`src/rtl/pipelined_shifter.sv`:
```
// pipelined_shifter: parametrised barrel shifter (SRL/SLL/SRA, optional ROR).
// The shifter uses log2(WIDTH) mux levels. A register stage follows every
// REG_EVERY levels. Both sides use a valid/ready handshake, and the pipeline
// sustains full throughput under backpressure. A tag is carried alongside
// each request, and a flush input squashes every request in flight.
// Optional feature macro: SHIFTER_ROTATE_EN builds the rotate-right wrap path
// for op 11. When the macro is undefined, op 11 behaves as SRL.
module pipelined_shifter #(
  parameter int WIDTH     = 32,
  parameter int REG_EVERY = 1,
  parameter int TAG_W     = 5,
  localparam int SHAMT_W  = $clog2(WIDTH),
  localparam int L        = (SHAMT_W + REG_EVERY - 1) / REG_EVERY
) (
  input  logic               clk,
  input  logic               rst,
  input  logic               in_valid,
  output logic               in_ready,
  input  logic [WIDTH-1:0]   in_data,
  input  logic [SHAMT_W-1:0] in_shamt,
  input  logic [1:0]         in_op,
  input  logic [TAG_W-1:0]   in_tag,
  input  logic               flush,
  output logic               out_valid,
  input  logic               out_ready,
  output logic [WIDTH-1:0]   out_data,
  output logic [TAG_W-1:0]   out_tag
);

  localparam logic [1:0] OP_SLL = 2'b01;
  localparam logic [1:0] OP_SRA = 2'b10;
`ifdef SHIFTER_ROTATE_EN
  localparam logic [1:0] OP_ROR = 2'b11;
`endif

  // Per-stage state: valid, partial data, shift amount, op, SRA sign and tag
  logic [L-1:0]       valid_q;
  logic [WIDTH-1:0]   data_q  [L];
  logic [WIDTH-1:0]   data_d  [L];
  logic [SHAMT_W-1:0] shamt_q [L];
  logic [SHAMT_W-1:0] shamt_d [L];
  logic [1:0]         op_q    [L];
  logic [1:0]         op_d    [L];
  logic               sign_q  [L];
  logic               sign_d  [L];
  logic [TAG_W-1:0]   tag_q   [L];
  logic [TAG_W-1:0]   tag_d   [L];
  logic [L-1:0]       stageLoad;

  function automatic logic [WIDTH-1:0] reverseBits(input logic [WIDTH-1:0] d);
    logic [WIDTH-1:0] r;
    for (int i = 0; i < WIDTH; i++) r[i] = d[WIDTH-1-i];
    return r;
  endfunction

  // A single mux level: shift right by amt. The bits vacated at the top are
  // filled with the carried sign for SRA, or with the bits that wrapped out
  // of the bottom for ROR.
  function automatic logic [WIDTH-1:0] shiftLevel(input logic [WIDTH-1:0] d,
                                                  input int amt,
                                                  input logic [1:0] op,
                                                  input logic sign);
    logic [WIDTH-1:0] r;
    logic [WIDTH-1:0] fillMask;
    fillMask = ~({WIDTH{1'b1}} >> amt);
    r = d >> amt;
    if (op == OP_SRA && sign) r = r | fillMask;
`ifdef SHIFTER_ROTATE_EN
    if (op == OP_ROR) r = r | (d << (WIDTH - amt));
`endif
    return r;
  endfunction

  // Applies the mux levels that belong to stage s. The last stage also undoes
  // the entry bit-reversal for SLL, so the output register holds the final
  // result directly.
  function automatic logic [WIDTH-1:0] stageLevels(input logic [WIDTH-1:0] d,
                                                   input int s,
                                                   input logic [SHAMT_W-1:0] sh,
                                                   input logic [1:0] op,
                                                   input logic sign);
    logic [WIDTH-1:0] r;
    r = d;
    for (int k = 0; k < SHAMT_W; k++) begin
      if ((k / REG_EVERY) == s && sh[k]) r = shiftLevel(r, 1 << k, op, sign);
    end
    if (s == L - 1 && op == OP_SLL) r = reverseBits(r);
    return r;
  endfunction

  // Handshake chain: a stage loads when it is empty or when its contents move
  // downstream in the same cycle. Evaluating from the output back to the input
  // lets bubbles collapse even while the output is stalled.
  always_comb begin
    logic [L-1:0] moveV;
    logic [L-1:0] loadV;
    moveV = '0;
    loadV = '0;
    moveV[L-1] = valid_q[L-1] && out_ready;
    loadV[L-1] = !valid_q[L-1] || moveV[L-1];
    for (int s = L - 2; s >= 0; s--) begin
      moveV[s] = valid_q[s] && loadV[s+1];
      loadV[s] = !valid_q[s] || moveV[s];
    end
    stageLoad = loadV;
    in_ready  = !flush && loadV[0];
  end

  // Next-state datapath for every stage. Stage 0 takes the operand (reversed
  // for SLL) and captures the SRA sign. Later stages take the stage ahead.
  always_comb begin
    data_d[0]  = stageLevels((in_op == OP_SLL) ? reverseBits(in_data) : in_data,
                             0, in_shamt, in_op, in_data[WIDTH-1]);
    shamt_d[0] = in_shamt;
    op_d[0]    = in_op;
    sign_d[0]  = in_data[WIDTH-1];
    tag_d[0]   = in_tag;
    for (int s = 1; s < L; s++) begin
      data_d[s]  = stageLevels(data_q[s-1], s, shamt_q[s-1], op_q[s-1], sign_q[s-1]);
      shamt_d[s] = shamt_q[s-1];
      op_d[s]    = op_q[s-1];
      sign_d[s]  = sign_q[s-1];
      tag_d[s]   = tag_q[s-1];
    end
  end

  // Stage registers. Reset clears everything. Flush only drops the valid bits.
  // A stage's payload is written only when real data arrives from upstream.
  always_ff @(posedge clk) begin
    if (rst) begin
      valid_q <= '0;
      for (int s = 0; s < L; s++) begin
        data_q[s]  <= '0;
        shamt_q[s] <= '0;
        op_q[s]    <= '0;
        sign_q[s]  <= 1'b0;
        tag_q[s]   <= '0;
      end
    end else begin
      if (flush) begin
        valid_q[0] <= 1'b0;
      end else if (stageLoad[0]) begin
        valid_q[0] <= in_valid && in_ready;
      end
      if (stageLoad[0] && in_valid && in_ready) begin
        data_q[0]  <= data_d[0];
        shamt_q[0] <= shamt_d[0];
        op_q[0]    <= op_d[0];
        sign_q[0]  <= sign_d[0];
        tag_q[0]   <= tag_d[0];
      end
      for (int s = 1; s < L; s++) begin
        if (flush) begin
          valid_q[s] <= 1'b0;
        end else if (stageLoad[s]) begin
          valid_q[s] <= valid_q[s-1];
        end
        if (stageLoad[s] && valid_q[s-1]) begin
          data_q[s]  <= data_d[s];
          shamt_q[s] <= shamt_d[s];
          op_q[s]    <= op_d[s];
          sign_q[s]  <= sign_d[s];
          tag_q[s]   <= tag_d[s];
        end
      end
    end
  end

  assign out_valid = valid_q[L-1];
  assign out_data  = data_q[L-1];
  assign out_tag   = tag_q[L-1];

endmodule
```
`config.mk`:
```
export PLATFORM = sky130hd
export DESIGN_NAME = pipelined_shifter
export DESIGN_NICKNAME = d
export VERILOG_FILES = /design/src/rtl/pipelined_shifter.sv
export SDC_FILE = /design/constraint.sdc
export NUM_CORES = 1
export LEC_CHECK = 0
export BUFFER_PORTS_ARGS = -buffer_cell sky130_fd_sc_hd__buf_2
export CORE_ASPECT_RATIO = 1.5
export CORE_MARGIN = 1.5
export CORE_UTILIZATION = 65
export CTS_CLUSTER_DIAMETER = 30
export CTS_CLUSTER_SIZE = 25
export DETAILED_ROUTE_END_ITERATION = 16
export GPL_ROUTABILITY_DRIVEN = 1
export GPL_TIMING_DRIVEN = 0
export PLACE_DENSITY = 0.86
export SLEW_MARGIN = 20
export SYNTH_ARGS = -nofsm -noshare
export SYNTH_HDL_FRONTEND = slang
export SYNTH_SLANG_ARGS = --single-unit
```
`constraint.sdc`:
```
create_clock -name clk -period 5.6 [get_ports clk]
set_input_delay 0.28 -clock clk [delete_from_list [all_inputs] [get_ports clk]]
set_output_delay 0.28 -clock clk [all_outputs]
set_load 0.02 [all_outputs]
```
Word level (Yosys, flattened, before mapping)
Memory sizes are Yosys's and may differ from the RTL's.
Cells that the tools add are included.
{ "word_totals": {"out_inout_bits": 39, "latch_bits": 0, "memories": 5, "in_bits": 49, "register_bits": 5, "ramBits": 225, "rom_bits": 0} }
{ "op_classes": {"order_cmp": 0, "bitwise_logic": 25, "n_div": 0, "n_reduce_logical": 26, "n_addsub": 0, "mux": 54, "eq_ne": 7, "shifts": 0, "mul": 0} }
{ "memory_table": {"columns": ["name", "depth", "width", "rd", "rd_clocked_by_memory_dff", "write_ports", "line", "source"], "rows": [
  ["data_q", 5, 32, 5, 0, 5, "38", "logic [WIDTH-1:0] data_q [L];"],
  ["shamt_q", 5, 5, 4, 0, 5, "40", "logic [SHAMT_W-1:0] shamt_q [L];"],
  ["tag_q", 5, 5, 5, 0, 5, "46", "logic [TAG_W-1:0] tag_q [L];"],
  ["op_q", 5, 2, 4, 0, 5, "42", "logic [1:0] op_q [L];"],
  ["sign_q", 5, 1, 4, 0, 5, "44", "logic sign_q [L];"]
]} }
{ "op_table": {"columns": ["cell", "count"], "rows": [
  ["32-bit 2-to-1 mux", 17],
  ["5-bit 2-to-1 mux", 10],
  ["1-bit OR", 25],
  ["1-bit 2-to-1 mux", 22],
  ["1-bit logical AND", 14],
  ["2-bit == test (second input constant)", 5],
  ["2-bit 2-to-1 mux", 5],
  ["1-bit logical NOT", 6],
  ["1-bit logical OR", 5],
  ["2-bit by 1-bit == test with 1-bit output (second input constant)", 2],
  ["2-bit OR reduction", 1]
]} }

Depth between registers and ports, before layout
Gate-level depths: netlist (run 1).
{ "depth": {"word_depth": 16, "depth_mapped": 7} }

Least setup slack after synthesis (run 1)
Ideal clock, no wire load.
{ "synth_path": {"path_type": "reg-to-reg", "from": "reg valid_q[4]", "to": "mem data_q[2][0], in the netlist data_q[0][64] (enable)", "slack_ns": 2.540, "t_arrival_ns": 2.610, "path_buffers": 0, "setup_ns": 0.450, "t_required_ns": 5.150, "path_stages_with_launch": 3, "period_less_slack_ns": 3.060, "path_cell_list": "dfxtp_1 -> and4b_4 -> o21bai_1"} }
{ "synth_lines": {"columns": ["element", "line", "source"], "rows": [
  ["start: declaration", "37", "logic [L-1:0] valid_q;"],
  ["start signal: indexed assignment", "156", "valid_q[s] <= valid_q[s-1];"],
  ["end: declaration", "38", null]
]} }

==> summary.md, run 1 <==
The post-route netlist has 29.4% of its cells at a drive strength greater than 1. The clock transition at the registers of the reported paths works out to 0.06 ns. The most used flip-flop cell after synthesis is edfxtp_1. Of the total synthesized cell area, the portion taken by full adders, half adders and majority gates is 0%. Setup repair after global routing left no endpoint under its margin. The chip height came out at 159 µm.

Of the total synthesized cell area, the portion taken by XOR and XNOR cells is 0.0835%. The global placement routability congestion was 0.982. Top-area cell type share of the netlist area: 59.3%. For this design the static power due to leakage is 4.47 nW. Global routing used 23.7% of the available tracks.

The post-synthesis instance total was 757; the number of iterations in the first detailed-routing pass was 5. After detailed placement, the total cell area comes to 11,200 µm². The tools report the switching component of the power as 0.959 mW. Among all cell types in the netlist, the one instantiated most often is edfxtp_1. The worst setup path is of the reg2reg kind. TritonCTS built the clock tree. edfxtp_1 takes more of the synthesized area than any other cell. The required time of the worst setup path is 5.94 ns, and the mean instance size in the synthesized netlist is 13.9 µm².

Type of origin of the critical path: a register. The count of nets left with antenna violations once routing finished came out at 0. For the area of the multi-input gates, the log shows 3600 µm². The run finished with clean final reports. Per report_power, the clock group accounts for 43.9% of the total.

Across the routed clock network, the largest skew measured is 0.0154 ns. The later pin in the worst-skew pair is clocked with a latency of 0.52 ns. TritonCTS created 27 clock buffers. Number of DRC violations after detailed routing: 0. The area overhead of the layout relative to synthesis works out to 16.5%. The total number of vias came out at 6,342.

In the final design database the tool counted 924 nets. After synthesis, flip-flops and latches occupy 60.2% of the total area. The combinational cell fraction of total power is 9.8%, and the yosys synthesis warning count is 0.

After synthesis, the share of cell area in mux cells is 14.4%. Net switching is 23.4% of the power. The unique cell type count in the Yosys netlist is 33, and the final critical-path required period is 2.14 ns. The path class of the tightest hold or removal check is in2reg. After detailed routing, the number of vias per cell comes to 5.78. The first routing iteration left 351 violations.

The number of instances resized during post-cts repair is 0, and the final design instance area without fill is 12,200 µm². The total nets after synthesis was 806. Once detailed placement completed, the half-perimeter wirelength came to 14.5 mm. The total of flip-flops plus latches after synthesis came out at 212. The tools report the count of placed standard cells in the final layout, fillers left out as 1,098.

Sequential cell area: 6320 µm². The instance count after placement with tap cells included is 1,047. The tools report the final total power as 4.10 mW.

The die outline area was 16,900 µm². The maximum resistive drop on vdd was 272 µV; the number of antenna repair diodes was 0. For this block, the routed nets add up to 19.6 mm of wire. In this run, post-CTS hold repair placed 2 buffers.

For the initial standard-cell utilization of the core, the log shows 66.8%. For this run, the top clock speed supported by timing is 468 MHz. The logs give 1 for the number of levels the H-tree was split into and 6,546 for the via count of the first global-routing pass. Counting instances in the post-synthesis netlist gives the leading cell types as edfxtp_1 (207), nor2_1 (101), mux2i_1 (83), nor2b_1 (80), buf_4 (44). Data on the critical path arrives at its endpoint at 2.47 ns. The tool flagged a number of max-cap violations equal to 0. The tools report the synthesized cell area as 10,500 µm².

The number of max-slew violations in the final report is 0. The first global-routing pass estimated 30.7 mm of wire. The share of synthesized registers carrying an async set or reset was 0%; the remaining global-route overflow was 0.

Setup violations remaining at the end of the flow were counted as 0. The clock passes through at most 3 buffers. After filler insertion, the fill cell instance count of the layout stands at 914. The simple logic cell fraction of the synthesized area is 12.4%. Kind of end point of the critical path: a register. For the total core area, the log shows 15,700 µm². The horizontal die dimension is 107 µm. The combinational family with the most area after synthesis is multiplexers.

Clock tree synthesis selected as its root buffer the cell clkbuf_16. The number of enable-type register cells in the synthesized netlist was 207; the highest net fanout along the worst path was 10. Dividing the detail-routed wire length by the instance count gives 17.8 µm. The number of failing hold endpoints at the final stage was 0.

Entering global routing, the biggest net connects 44 pins. Synthesized-area fraction occupied by ao, oa, aoi and oai cells: 7.42%. The count of buffers added on input and output ports is 85.

The worst path uses 38.2% of the clock period. The initial antenna violation count was 0; the transition time of the tightest slew-check pin was 0.851 ns. Per report_power, the sequential group accounts for 46.3% of the total. For the clock sink total, the log shows 212. Internal power comes to 3.14 mW.

For the count of pins on the block boundary, the log shows 88. Setup total negative slack on the finished layout was measured at 0 ns. Ratio of total power to cell area: 336 nW/µm². By area the synthesized netlist is led by edfxtp_1 (59%), mux2i_1 (7.9%), mux4_2 (6.4%).

The floorplan has 56 rows. Measured against its own limit, the worst slew margin works out to 43.3%. The tools report the post-CTS repair timing setup buffer count as 0.
layout by cell type (no fill, tap or decap), drive strengths merged, types with 9 or more instances in the layout:
master	instances
a211oi	16
a21oi	16
a311oi	31
and2	16
buf	148
clkbuf	58
clkinv	9
edfxtp	207
mux2i	83
mux4	30
nand2	35
nand2b	17
nor2	101
nor2b	80
state kept, by name, indices dropped and copies added, names as in the netlist:
| register | cells |
|---|---|
| tag_q | 25 |
| shamt_q | 10 |
| valid_q | 5 |
| sign_q | 4 |
| op_q | 8 |
| data_q | 160 |
cells by family (layout without fill, tap and decap cells):
group           Yosys count  after routing
flops                   212            212
mux                     113            113
xor+xnor                  1              1
simple gates            258            258
buf+inv                  95            233
compound gates           78             78
power by group through the flow:
stage / logic [mW] / clock network, mW / registers, mW
floorplan: 0.295 / 0 / 1.91
global placement: 0.376 / 0 / 1.93
detailed placement: 0.398 / 0 / 1.93
CTS: 0.402 / 1.81 / 1.90
global route: 0.434 / 1.88 / 1.91
finish: 0.401 / 1.80 / 1.90
worst max-delay path, stage by stage, from the launching register on:
cell      delay (ns)
edfxtp_1        0.40
nand2b_1        0.19
clkbuf_1        0.41
clkbuf_1        0.49
nand2_1         0.16
a311oi_2        0.30
cell type report:
type                       count  area share [%]
clock inverter                20            2.29
tap                          203            2.08
timing repair buffer          89            3.97
inverter                       5           0.154
buffer                        90            4.60
multi-input combinational    450            29.5
sequential                   212            51.7
clock buffer                  29            5.68
stage by stage:
stage | util [%] | hold slack, ns | setup WS, ns
finish | 77.8 | 0.0535 | 3.46
floorplan | - | 0.357 | 2.54
global route | 77.8 | 0.0539 | 3.36
global placement | 71.1 | 0.477 | 2.12
CTS | 77.8 | 0.0431 | 3.48
detailed placement | 71.5 | 0.502 | 3.46
path summary, 6_finish.rpt:
check | endpoint | slack (ns) | cells after the start | startpoint
min reg2reg | shamt_q[0][19] | 0.53 | 1 | shamt_q[0][14]
max reg2reg | data_q[0][136] | 3.46 | 5 | op_q[0][6]
min | tag_q[0][2] | 0.05 | 2 | in_tag[2]
max | data_q[0][136] | 3.46 | 5 | op_q[0][6]
layer usage:
metal | GRT usage, % | vias to the layer above | part of all wire [%]
li1 | - | 3004 | -
met1 | 19.6 | 3063 | 31
met2 | 49.8 | 199 | 59
met3 | 3.44 | 76 | 3.7
met4 | 14.8 | 0 | 5.7
met5 | 0 | - | 0
No activity file was read; power rests on OpenSTA's default activity.
==> run 2: changes to the inputs <==
--- a/config.mk
+++ b/config.mk
@@ -8,13 +8,13 @@
 export BUFFER_PORTS_ARGS = -buffer_cell sky130_fd_sc_hd__buf_2
 export CORE_ASPECT_RATIO = 1.5
 export CORE_MARGIN = 1.5
-export CORE_UTILIZATION = 65
+export CORE_UTILIZATION = 54
 export CTS_CLUSTER_DIAMETER = 30
 export CTS_CLUSTER_SIZE = 25
 export DETAILED_ROUTE_END_ITERATION = 16
 export GPL_ROUTABILITY_DRIVEN = 1
 export GPL_TIMING_DRIVEN = 0
-export PLACE_DENSITY = 0.86
+export PLACE_DENSITY = 0.76
 export SLEW_MARGIN = 20
 export SYNTH_ARGS = -nofsm -noshare
 export SYNTH_HDL_FRONTEND = slang
==> constraint.sdc (replaced) <==
create_clock -name clk -period 1.7 [get_ports clk]
set_input_delay 0.085 -clock clk [delete_from_list [all_inputs] [get_ports clk]]
set_output_delay 0.085 -clock clk [all_outputs]
set_load 0.02 [all_outputs]
==> run 2 against run 1 <==
Net effect:
- the flow now finishes with violations (negative setup slack)
- power rose to 3.4 times the previous value
- sequential share of layout area fell by 5.4 points
- clock skew rose by 0.0056 ns
- cell area rose by 12%
- flip-flop and latch count did not move
- critical path depth rose by 2
- largest cell class unchanged
- core utilization fell by 6.2 points
- sequential power rose to 3.3 times the previous value
- first-iteration DRC count fell by 25%
- register-to-register slack got worse by 3.6 ns
==> summary.md, run 2 (synthesis results as in run 1) <==
The run finished, with violations left. The final reports fail on negative setup slack. The run gives 4 (-1) as the number of iterations in the first detailed-routing pass. The logs give 44 (unchanged) for the pin count of the biggest net entering global routing and 773 µV (+180%) for the maximum resistive drop on vdd. The clock tree buffer depth is 3 (unchanged). Remaining global-route overflow: 0 (unchanged).

The run gives 5.07 nW (+14%) as the cell leakage power. The worst setup path is captured at a register. The cell sitting at the root of the clock tree is a clkbuf_16. The number of cells on the worst reg-to-reg path was 7 (+2); the initial antenna violation count was 0 (unchanged). The critical path's top delay family was buffers and inverters. The number of placement rows came out at 62 (+11%). The run gives -0.17 ns (-3.63 ns) as the setup slack of the worst register-to-register path. The largest registers in the layout are data_q: 160 flops, tag_q: 25 flops, shamt_q: 10 flops. The total global routing track utilization is 18.8% (-4.9 points), and the total negative setup slack is -22.08 ns (-22.08 ns).

The number of port buffers was 85 (unchanged). The initial standard-cell utilization of the core came out at 54.9% (-12 points). The final cycle utilization of the critical path was 110% (+72 points). The routed via count divided by cell count works out to 5.31 (-8.1%). The most critical setup path has its endpoint at data_q[0][138]. The number of max-slew violations in the final report was 0 (unchanged); the number of filler instances in the final layout was 1,243 (+36%).

The clock sink total was 212 (unchanged); the count of pins on the block boundary was 88 (unchanged). The horizontal die dimension is 117 µm (+9.4%). The number of nets with antenna violations after detailed routing came out at 0 (unchanged). First-pass GRT wire length: 29.4 mm (-4.1%).

The fraction of final layout cells sized beyond drive strength 1 is 40.6% (+11 points). Critical path startpoint: valid_q[1]. The run gives 0.892 (-9.1%) as the global placement routability congestion.

Worst setup slack after layout: -0.169 ns (-3.63 ns). Compared with the post-synthesis result, the final layout area differs by 30.3%. The final critical-path required period was 1.87 ns (-0.270 ns); the placed cell area was 11,300 µm² (+0.57%). The critical path goes through or2_2, a22oi_2, o22a_1, buf_6, buf_12, clkbuf_16, a311oi_2.

The total core area was 19,100 µm² (+22%). The top register by number of flip-flops is data_q. The number of gates on the worst path with buffers counted was 7 (+2).

The sequential cell area was 6330 µm² (+0.16%); the ratio of total power to cell area was 1020 nW/µm² (+200%). Most frequent standard cell in the layout excluding fill and tap cells: edfxtp_1. The logs give 20.5 mm (+4.6%) for the routed wire length and 0 (unchanged) for the number of DRC violations after detailed routing. The final routed wire length divided by cell count was 17.0 µm (-4.4%); the chip height was 174 µm (+9.5%). STA classifies the critical path startpoint as a register.

The transition time of the tightest slew-check pin came out at 0.827 ns (-0.0239 ns). The highest net fanout along the worst path works out to 9 (-1). The run gives 14.0 mW (+240%) as the final total power. Number of antenna repair diodes: 0 (unchanged). Setup repair after global routing could not meet its margin everywhere. The number of nets in the layout came out at 974 (+5.4%). The upper clock frequency limit was 535 MHz (+14%). The headroom to the max-slew limit was 44.9% (+1.6 points); the clock latency on the worst-skew pair was 0.54 ns (+0.02 ns). The kind of path behind the tightest hold check was in2reg.

The post-detailed-placement half-perimeter wirelength came out at 13.0 mm (-10%). The via count of the first global-routing pass was 6,232 (-4.8%). In this run the critical register-to-register path is captured at data_q[0][138].

The logs give 209 (+209) for the setup violation total in the final timing report and 264 (-25%) for the violation count after the first detailed-routing iteration. The die outline area is 20,300 µm² (+20%). The delay of the slowest cell on the worst path is 0.36 ns (-0.13 ns), and the number of levels the H-tree was split into is 1 (unchanged). The area of the multi-input gates came out at 3990 µm² (+11%). The total clock buffers created by CTS was 27 (unchanged); the number of failing hold endpoints at the final stage was 0 (unchanged). The total number of vias came out at 6,379 (+0.58%). The run gives 0 (unchanged) as the total of max-cap violations. The data arrival time of the critical path is 2.12 ns (-0.35 ns). The clock transition at the registers of the reported paths was 0.06 ns (about the same). TritonCTS built the clock tree. The top cell types in the final layout, fill and taps aside, are edfxtp_1 (207), buf_2 (88), mux2i_1 (83). Standard cell with the maximum stage delay on the critical path: dfxtp_4.

The combined buffer and inverter count along the critical path was 3 (+1). In this run the critical register-to-register path is launched from valid_q[1]. The worst setup path is of the reg2reg kind. The end-of-flow core utilization was 71.6% (-6.2 points); the required time of the worst setup path was 1.95 ns (-3.99 ns). The flip-flop count of the largest register after layout was 160 (unchanged).

The logs give 13,700 µm² (+12%) for the final design instance area without fill and 0.0210 ns (+0.00563 ns) for the final clock skew.
==> run 2: area by class of cell <==
type                            instances  area share (%)
Tap cell                              256            2.34
Inverter                                5           0.137
Buffer                                 90            5.74
Timing Repair Buffer                  138            8.95
Clock inverter                         23            2.38
Multi-Input combinational cell        451            29.2
Sequential cell                       212            46.3
Clock buffer                           27            4.94
==> run 2: repair_timing <==
item | 4_1_cts | 5_1_grt
setup endpoints to repair | 333 | 307
endpoints found under the hold margin | 19 | 0
setup buffers | 14 | 6
gates resized for setup | 85 | 102
pin swaps | 18 | 25
hold buffers | 18 | 0
cloned | 9 | 9
==> run 2: stage by stage <==
step / std cells / hold WS, ns / worst slack, ns
final: 1202 / 0.0153 / -0.169
after global routing: 1202 / 0.0337 / -0.174
after CTS: 1189 / 0.0154 / -0.135
after detailed placement: 1098 / 0.333 / -0.353
after global placement: 1098 / 0.326 / -0.321
after floorplan: 757 / 0.162 / -0.0116
==> run 2: routing by layer <==
layer,GRT usage [%],vias up,part of all wire [%]
li1,-,3120,-
met1,16.4,3051,32
met2,38.3,150,60
met3,2.66,58,2.9
met4,10.5,0,5.0
met5,0,-,0
==> run 2: worst min-delay path by stage <==
stage	start	endpoint	slack (ns)	cells after the start
finish	in_op[1]	data_q[0][31]	0.02	5
floorplan	flush	valid_q[1]	0.16	1
detailed placement	flush	valid_q[1]	0.33	2
CTS	in_op[1]	data_q[0][31]	0.02	5
global route	out_ready	valid_q[2]	0.03	3
global placement	flush	valid_q[1]	0.33	2
==> run 2: where the power goes <==
group / total (mW) / switching, mW / internal, mW
registers: 6.25 / 0.152 / 6.10
clock network: 6.00 / 2.56 / 3.44
logic: 1.70 / 0.860 / 0.843
total: 14.0 / 3.57 / 10.4
==> run 2: worst register-to-register path, delay by kind of cell (launching register included) <==
family | cells | cell delay [ns]
DFF | 1 | 0.36
AOI/OAI and AO/OA | 3 | 0.39
buffers and inverters | 3 | 0.55
and+or+nand+nor | 1 | 0.29
==> run 3: changes to the inputs <==
==> constraint.sdc (replaced) <==
create_clock -name clk -period 1.7 [get_ports clk]
set_input_delay 0.17 -clock clk [delete_from_list [all_inputs] [get_ports clk]]
set_output_delay 0.17 -clock clk [all_outputs]
set_load 0.02 [all_outputs]
==> run 3 against run 2 <==
Net effect:
- register-to-register slack better by 0.06 ns
- critical path depth stayed put
- global-route usage is 0.34 points lower
- critical endpoint is now data_q[0][120]
- worst hold slack better by 0.0091 ns
- clock skew is 0.0026 ns lower
- the flow still finishes with violations (negative setup slack)
- fmax is 3.3% higher
==> summary.md, run 3 (synthesis results as in run 1) <==
The run gives 2.80% (+0.14 points) as the met3 track utilization from global routing. The tools report the number of nets in the layout as 955 (-2.0%). The logs give 4 (unchanged) for the number of iterations in the first detailed-routing pass and 0 (unchanged) for the number of DRC violations after detailed routing.

The violation count after the first detailed-routing iteration was 269 (+1.9%); the met1 capacity usage during global routing was 15.8% (-0.58 points). Clock tree buffer depth: 3 (unchanged). For the met2 usage, the log shows 38.0% (-0.32 points).

The setup violation total in the final timing report was 218 (+4.3%); the fraction of final layout cells sized beyond drive strength 1 was 37.8% (-2.8 points). The total of max-cap violations is 0 (unchanged). The number of failing hold endpoints at the final stage was 0 (unchanged).

The flow ran to the end, but the final reports show violations. The count of placed standard cells in the final layout, fillers left out was 1,183 (-1.6%). Most frequent standard cell in the layout excluding fill and tap cells: edfxtp_1. The routed via count divided by cell count is 5.28 (-0.51%). Total number of vias: 6,246 (-2.1%). The top cell types in the final layout, fill and taps aside, are edfxtp_1 (207), buf_2 (90), mux2i_1 (83). The tools report the number of nets with antenna violations after detailed routing as 0 (unchanged). STA classifies the critical path startpoint as a register.

The run gives 0 (unchanged) as the number of antenna repair diodes. The logs give 1,326 (+6.7%) for the number of filler instances in the final layout and 18.9 mm (-7.8%) for the routed wire length. The run gives 62 (unchanged) as the number of placement rows. The run gives 29.0 mm (-1.3%) as the first-pass GRT wire length. In this run the most used layer during global routing was met2.

In the final layout, the registers with the most flip-flops are data_q: 160 flops, tag_q: 25 flops, shamt_q: 10 flops. More flip-flops sit in one register than any other, and that register is data_q. The tree is rooted in a clkbuf_16.

The remaining global-route overflow is 0 (unchanged), and the number of port buffers is 85 (unchanged). The horizontal die dimension came out at 117 µm (unchanged). The flip-flop count of the largest register after layout was 160 (unchanged). The worst hold path belongs to the class in2reg. Relative to the synthesized area, the layout overhead comes to 25.7%. For the die outline area, the log shows 20,300 µm² (unchanged). The transition time of the tightest slew-check pin is 0.769 ns (-0.0586 ns), and the cell leakage power is 4.86 nW (-4.2%).

Count of pins on the block boundary: 88 (unchanged). The tools report the final clock skew as 0.0184 ns (-0.00262 ns). The worst hold margin came out at 0.0244 ns (+0.00909 ns). The logs give 54.9% (unchanged) for the initial standard-cell utilization of the core and 631 µV (-18%) for the maximum resistive drop on vdd. The clock transition at the registers of the reported paths was 0.06 ns (about the same); the headroom to the max-slew limit was 48.8% (+3.9 points). The final routed wire length divided by cell count was 15.9 µm (-6.4%); the number of levels the H-tree was split into was 1 (unchanged).

Global placement routability congestion: 0.892 (unchanged). Setup repair after global routing could not meet its margin everywhere. The via count of the first global-routing pass was 6,229 (-0.048%). The highest net fanout along the worst path came out at 10 (+1).

TritonCTS built the clock tree. For the number of max-slew violations in the final report, the log shows 0 (unchanged). The worst setup slack after layout was -0.109 ns (+0.0597 ns). The chip height was 174 µm (unchanged). For the clock sink total, the log shows 212 (unchanged). The total clock buffers created by CTS is 27 (unchanged). The pin count of the biggest net entering global routing is 45 (+2.3%), and the data arrival time of the critical path is 2.08 ns (-0.04 ns). The tools report the post-detailed-placement half-perimeter wirelength as 13.0 mm (unchanged). The initial antenna violation count is 0 (unchanged), and the ratio of total power to cell area is 1040 nW/µm² (+2.3%). The total global routing track utilization came out at 18.5% (-0.34 points). The final reports fail on negative setup slack. The required time of the worst setup path was 1.97 ns (+0.02 ns); the final critical-path required period was 1.81 ns (-0.0597 ns).

STA classifies the critical path endpoint as a register. The clock latency on the worst-skew pair is 0.54 ns (about the same), and the total core area is 19,100 µm² (unchanged). The worst setup path is of the reg2reg kind. The upper clock frequency limit was 553 MHz (+3.3%). The final cycle utilization of the critical path is 106% (-3.5 points).

The run gives 1,098 (unchanged) as the instance count after placement with tap cells included.
-- run 3: final cells by class --
type / count / area, µm² / area share (%)
flip-flops and latches: 212 / 6320 / 48.0
multi-input cells: 450 / 3870 / 29.4
well taps: 256 / 320 / 2.43
plain buffers: 90 / 746 / 5.66
inverters: 5 / 18.8 / 0.142
repair buffers: 120 / 896 / 6.80
clock buffers: 27 / 676 / 5.13
clock inverters: 23 / 325 / 2.47
-- run 3: metrics by stage --
| step | util (%) | power [mW] | TNS, ns | instance area, µm² | setup WS [ns] |
|---|---|---|---|---|---|
| 2_1_floorplan | - | 7.28 | -0.468 | 10500 | -0.0116 |
| 3_3_place_gp | 59.1 | 7.61 | -47.22 | 11300 | -0.321 |
| 3_5_place_dp | 59.1 | 7.64 | -45.78 | 11300 | -0.353 |
| 4_1_cts | 68.1 | 13.8 | -25.36 | 13000 | -0.143 |
| 5_1_grt | 69.1 | 14.2 | -34.72 | 13200 | -0.182 |
| 6_report | 69.1 | 13.8 | -13.02 | 13200 | -0.109 |
-- run 3: timing repair --
item                                    in CTS  in global routing
setup buffers                               11                  5
gates cloned                                 7                  0
endpoints found under the setup margin     333                372
hold buffers                                15                  0
hold endpoints to repair                    17                  0
gates resized for setup                     81                 62
pin swaps                                   27                 10
-- run 3: report_power, final --
group | leakage [nW] | internal, mW | switching (mW)
Clock | 0.475 | 3.44 | 2.53
Combinational | 2.18 | 0.748 | 0.800
Sequential | 2.20 | 6.10 | 0.149
-- run 3: critical path: stages, from the launching register on --
cell,delay (ns)
dfxtp_2,0.33
and4b_4,0.27
and3_4,0.21
o22a_1,0.16
buf_6,0.15
buf_12,0.17
buf_12,0.16
a21oi_2,0.07
-- run 3: final timing paths --
kind | from | to | slack, ns | cells past startpoint
worst max-delay path | valid_q[2] | data_q[0][120] | -0.11 | 7
worst min-delay path | in_data[0] | data_q[0][31] | 0.02 | 3
worst max register to register | valid_q[2] | data_q[0][120] | -0.11 | 7
worst min register to register | valid_q[1] | valid_q[2] | 0.52 | 1
-- run 3: per-layer routing --
layer  vias up  share of wire (%)
met5         -                  0
met4         0                4.5
met3        47                3.5
met2       168                 60
met1      2954                 32
li1       3077                  -
